`src/rtl/addsub_seq.sv`:
```
// addsub_seq: multi-cycle unsigned add/subtract, CHUNK bits per clock from LSB to MSB.
// Optional: define ADDSUB_OVF_EN to add the signed-overflow output ovf.
module addsub_seq #(
    parameter int WIDTH = 16,
    parameter int CHUNK = 4
) (
    input  logic             clk,
    input  logic             rst,
    input  logic             start,
    input  logic             sub,
    input  logic [WIDTH-1:0] a,
    input  logic [WIDTH-1:0] b,
    output logic             busy,
    output logic             done,
`ifdef ADDSUB_OVF_EN
    output logic             ovf,
`endif
    output logic [WIDTH:0]   result
);
    localparam int NCHUNK = WIDTH / CHUNK;
    localparam int IDXW = (NCHUNK > 1) ? $clog2(NCHUNK) : 1;
    localparam logic [IDXW-1:0] LAST_IDX = IDXW'(NCHUNK - 1);

    typedef enum logic [1:0] {IDLE, RUN, FIN} state_t;

    state_t           state;
    logic [IDXW-1:0]  idx;
    logic             carry;
    logic             sub_lat;
    logic [WIDTH-1:0] op_a;
    logic [WIDTH-1:0] op_b;
    logic [WIDTH-1:0] sum_work;

    logic [CHUNK-1:0] slice_a;
    logic [CHUNK-1:0] slice_b;
    logic [CHUNK:0]   chunk_sum;
    logic [WIDTH-1:0] sum_next;

    always_comb begin
        slice_a   = op_a[idx*CHUNK +: CHUNK];
        slice_b   = op_b[idx*CHUNK +: CHUNK];
        chunk_sum = {1'b0, slice_a} + {1'b0, slice_b} + {{CHUNK{1'b0}}, carry};
        sum_next  = sum_work;
        sum_next[idx*CHUNK +: CHUNK] = chunk_sum[CHUNK-1:0];
    end

`ifdef ADDSUB_OVF_EN
    // Carry into the operand MSB, only meaningful while the last chunk is processed.
    logic msb_cin;
    generate
        if (CHUNK == 1) begin : g_cin_bit
            assign msb_cin = carry;
        end else begin : g_cin_low
            logic [CHUNK-1:0] low_sum;
            assign low_sum = {1'b0, slice_a[CHUNK-2:0]} + {1'b0, slice_b[CHUNK-2:0]}
                           + {{(CHUNK-1){1'b0}}, carry};
            assign msb_cin = low_sum[CHUNK-1];
        end
    endgenerate
`endif

    always_ff @(posedge clk or posedge rst) begin
        if (rst) begin
            state    <= IDLE;
            idx      <= '0;
            carry    <= 1'b0;
            sub_lat  <= 1'b0;
            op_a     <= '0;
            op_b     <= '0;
            sum_work <= '0;
            busy     <= 1'b0;
            done     <= 1'b0;
            result   <= '0;
`ifdef ADDSUB_OVF_EN
            ovf      <= 1'b0;
`endif
        end else begin
            done <= 1'b0;
            case (state)
                IDLE, FIN: begin
                    if (start) begin
                        // Subtraction is a + ~b + 1: the +1 enters as the initial carry.
                        op_a    <= a;
                        op_b    <= sub ? ~b : b;
                        carry   <= sub;
                        sub_lat <= sub;
                        idx     <= '0;
                        state   <= RUN;
                        busy    <= 1'b1;
                    end else begin
                        state <= IDLE;
                    end
                end
                RUN: begin
                    sum_work <= sum_next;
                    carry    <= chunk_sum[CHUNK];
                    idx      <= idx + 1'b1;
                    if (idx == LAST_IDX) begin
                        idx    <= '0;
                        state  <= FIN;
                        busy   <= 1'b0;
                        done   <= 1'b1;
                        result <= {chunk_sum[CHUNK] ^ sub_lat, sum_next};
`ifdef ADDSUB_OVF_EN
                        ovf    <= msb_cin ^ chunk_sum[CHUNK];
`endif
                    end
                end
                default: begin
                    state <= IDLE;
                    busy  <= 1'b0;
                end
            endcase
        end
    end
endmodule

```
`config.mk`:
```
export PLATFORM = sky130hd
export DESIGN_NAME = addsub_seq
export DESIGN_NICKNAME = d
export VERILOG_FILES = /design/src/rtl/addsub_seq.sv
export SDC_FILE = /design/constraint.sdc
export NUM_CORES = 1
export LEC_CHECK = 0
export ABC_AREA = 1
export CORE_MARGIN = 4
export CORE_UTILIZATION = 58
export DETAILED_ROUTE_END_ITERATION = 12
export PLACE_DENSITY = 0.85
export SLEW_MARGIN = 20
export SYNTH_ARGS = -nofsm -noshare
export SYNTH_HDL_FRONTEND = slang
export SYNTH_SLANG_ARGS = --single-unit
```
`constraint.sdc`:
```
create_clock -name clk -period 4.4 [get_ports clk]
set_input_delay 0.44 -clock clk [delete_from_list [all_inputs] [get_ports clk]]
set_output_delay 0.44 -clock clk [all_outputs]
set_load 0.05 [all_outputs]
```
==> results.cfg <==
[clocking]
cts-hold-fix-buffers = 0
cts_setup_buffers = 0
ctsHtreeMaxLevel = 3
clk_pin_slew_worst_paths_ps = 70
tritoncts = built
clk-insertion-delay-late_ps = 340
clock-root-buffer = sky130_fd_sc_hd__clkbuf_8
clk_path_buf_depth = 2
ctsResizeCount = 0
total_clock_buffers_created_by_cts = 9
numClockSinks = 73

[routing]
drt_first_iter_violations = 190
detail_route.wirelength_mm = 7.44
avgRoutedWirePerCell_microns = 13.6
vias = 2891
drc = 0
drt.antenna.violating_nets = 0
drt_first_pass_iters = 4
viasPerCell = 5.29

[worst_setup_path]
worst_path_most_repeated_cell = sky130_fd_sc_hd__nand2_1
max_stage_delay_ps = 850
worst-endpoint-required_ps = 4680
timing.critical_path.cells = inv_2, o21ai_0, o22ai_1, fa_1, fa_1, xnor2_1, nor2_1, nand2_1, o21ai_1, nand2_1, nand2_1
crit_fanout = 27
crit-reg2reg-capture = sum_work[6]$_DFFE_PP0P_
worstSetupStartpointType = register
regToRegStartpoint = idx[0]$_DFFE_PP0P_
setup.reg_to_reg.worst_slack_ps = 1230
worst_path_max_delay_cell = sky130_fd_sc_hd__dfrtp_1
ff2ff_path_depth = 11
setup.worst_path.class = reg -> reg
crit_arrival_ps = 3450
worstSetupEndpointType = register

[timing]
final.setup.tns_ps = 0
max_slew.worst_pin.slew_ps = 909
max-slew-margin-rel_pct = 39.2
worst_clock_skew_ps = 6.30
final_hold_viol_count = 0
period_needed_ps = 3170
timing.fmax_mhz = 316
post-route-worst-setup-slack_ps = 1230
min_period_over_period_pct = 72.0
slew_violations = 0
grt_setup_unrepaired = false
setup-violations-final = 0

[placed_design]
hpwlAfterDp_mm = 5.36
placement.cell_area_sq_um = 4080
placedCellCount = 534
dp_slack_ps = 1310
portBuffers = 54
place_congestion = 0.886

[grt]
grt_max_degree = 53
antenna_found_initial = 0
overall_overflow_remaining_after_global_route = 0
grt_pass1_wl_mm = 12.6
grt_pass1_vias = 2818
globalRouteTotalUtil_pct = 21.9

[yosys]
post_synth_instance_area_sq_um = 3520
yosys_most_used_dff = sky130_fd_sc_hd__dfrtp_1
yosysWarningCount = 0
synth_cells = 419
ys_seq_area_share_pct = 51.9
synth-async-reset-ratio_pct = 100
synth.net_count = 466
postSynthAreaPerCell_sq_um = 8.40
netlist.top_cell.by_area = sky130_fd_sc_hd__dfrtp_1
synth-edff-count = 0
netlist-cell-type-count = 24
ys_ff_latch = 73
synth_top_area_share_pct = 51.9
synth.top_cells.by_area = sky130_fd_sc_hd__dfrtp_1, sky130_fd_sc_hd__nand2_1, sky130_fd_sc_hd__xnor2_1

[die]
die_area_sq_um = 7380
design.portCount = 55
core-area_sq_um = 5920
fp-row-count = 28
chipHeight_microns = 85.9
initial_utilization_pct = 59.4
die_w_microns = 85.9

[finish]
final_cell_mix = sky130_fd_sc_hd__nand2_1, sky130_fd_sc_hd__dfrtp_1, sky130_fd_sc_hd__clkdlybuf4s50_1
layout_commonest_cell = sky130_fd_sc_hd__nand2_1
syn_to_final_growth_pct = 20.3
design_area_sq_um = 4230
insertedDiodeCount = 0
stdcell_count = 547
design.final.nets = 517
drive_gt1_share_pct = 4.66

[pwr]
pwr_dens_nw_per_um2 = 768
total_leakage_power_uw = 0.00207
max-vdd-ir-drop_v = 0.000383
p_total_uw = 3250

[min_path]
worst_hold_path_type = reg -> reg
worst_hold_startpoint = result[5]$_DFFE_PP0P_
hold_path_depth = 2
hold_path_end = result[5]$_DFFE_PP0P_

[run_status]
run_status = complete, no violations

[job]
maxcap_violations = 0
[how the worst max path moves through the flow]
stage | from | end | slack, ps | cells past startpoint
floorplan | idx[0]$_DFFE_PP0P_ | sum_work[9]$_DFFE_PP0P_ | 2000 | 10
finish | idx[0]$_DFFE_PP0P_ | sum_work[6]$_DFFE_PP0P_ | 1230 | 11
detailed placement | idx[0]$_DFFE_PP0P_ | sum_work[6]$_DFFE_PP0P_ | 1310 | 11
CTS | idx[0]$_DFFE_PP0P_ | sum_work[6]$_DFFE_PP0P_ | 1270 | 11
global route | idx[0]$_DFFE_PP0P_ | sum_work[6]$_DFFE_PP0P_ | 1000 | 11
global placement | idx[0]$_DFFE_PP0P_ | result[6]$_DFFE_PP0P_ | 1420 | 11
[cell usage after synthesis (2+ instances only)]
library cell               count
sky130_fd_sc_hd__nand2_1     166
sky130_fd_sc_hd__buf_1         2
sky130_fd_sc_hd__o21ai_0      29
sky130_fd_sc_hd__inv_2         6
sky130_fd_sc_hd__buf_2         4
sky130_fd_sc_hd__fa_1          2
sky130_fd_sc_hd__o32ai_1       2
sky130_fd_sc_hd__o21ai_1      21
sky130_fd_sc_hd__clkbuf_1      6
sky130_fd_sc_hd__o22ai_1      16
sky130_fd_sc_hd__nor2_8        2
sky130_fd_sc_hd__nor2_1       19
sky130_fd_sc_hd__inv_1        27
sky130_fd_sc_hd__buf_4         3
sky130_fd_sc_hd__ha_1          9
sky130_fd_sc_hd__nand4_1       4
sky130_fd_sc_hd__xnor2_1      17
sky130_fd_sc_hd__nand3_1       6
sky130_fd_sc_hd__dfrtp_1      73
[power breakdown]
part | total (uW) | internal, uW | switching (uW)
clock network | 435 | 210 | 224
registers | 1140 | 942 | 195
logic | 1680 | 584 | 1100
total | 3250 | 1740 | 1520
[through the flow]
stage                     util (%)  hold slack [ps]
after floorplan                  -              444
after global placement        69.0              460
after detailed placement      69.0              466
after CTS                     71.5              485
after global routing          71.5              506
final                         71.5              484
[logic make-up (layout without fill, tap and decap cells)]
| logic type | after synthesis | count (layout) | synth area share (%) |
|---|---|---|---|
| XOR/XNOR | 18 | 18 | 4.48 |
| AND/OR/NAND/NOR | 197 | 197 | 22.4 |
| AO/OA/AOI/OAI | 70 | 70 | 10.8 |
| flip-flops | 73 | 73 | 51.9 |
| adder cells (fa/ha/maj) | 11 | 11 | 4.34 |
| buffers and inverters | 50 | 103 | 6.01 |
[routing by layer]
layer  track usage, %  wire length, microns  vias to the layer above  share of wire [%]
li1                 -                     -                     1434                  -
met4             10.2                   144                        0                1.9
met5                0                     0                        -                  0
met2             36.1                  3650                       88                 49
met3             5.00                   414                       16                5.6
met1             27.3                  3240                     1353                 44
[registers in the layout, indices dropped and copies added (netlist names)]
name      flops
idx           2
state         2
carry         1
done          1
result       17
busy          1
sum_work     16
op_a         16
sub_lat       1
op_b         16
[cell type report]
type / count / area, sq um
Multi-Input combinational cell: 296 / 1480
Fill cell: 479 / 1690
Clock buffer: 12 / 145
Inverter: 34 / 128
Sequential cell: 73 / 1830
Clock inverter: 1 / 5.00
Tap cell: 75 / 93.8
Timing Repair Buffer: 56 / 556
[worst max-delay path: cells and delay by family, from the launching register on]
kind / cells / cell delay (ps)
fa+ha+maj: 2 / 860
xor+xnor: 1 / 150
simple gates: 4 / 360
buf+inv: 1 / 320
flops: 1 / 850
compound gates: 3 / 550
Power figures use the tool's default switching activity.
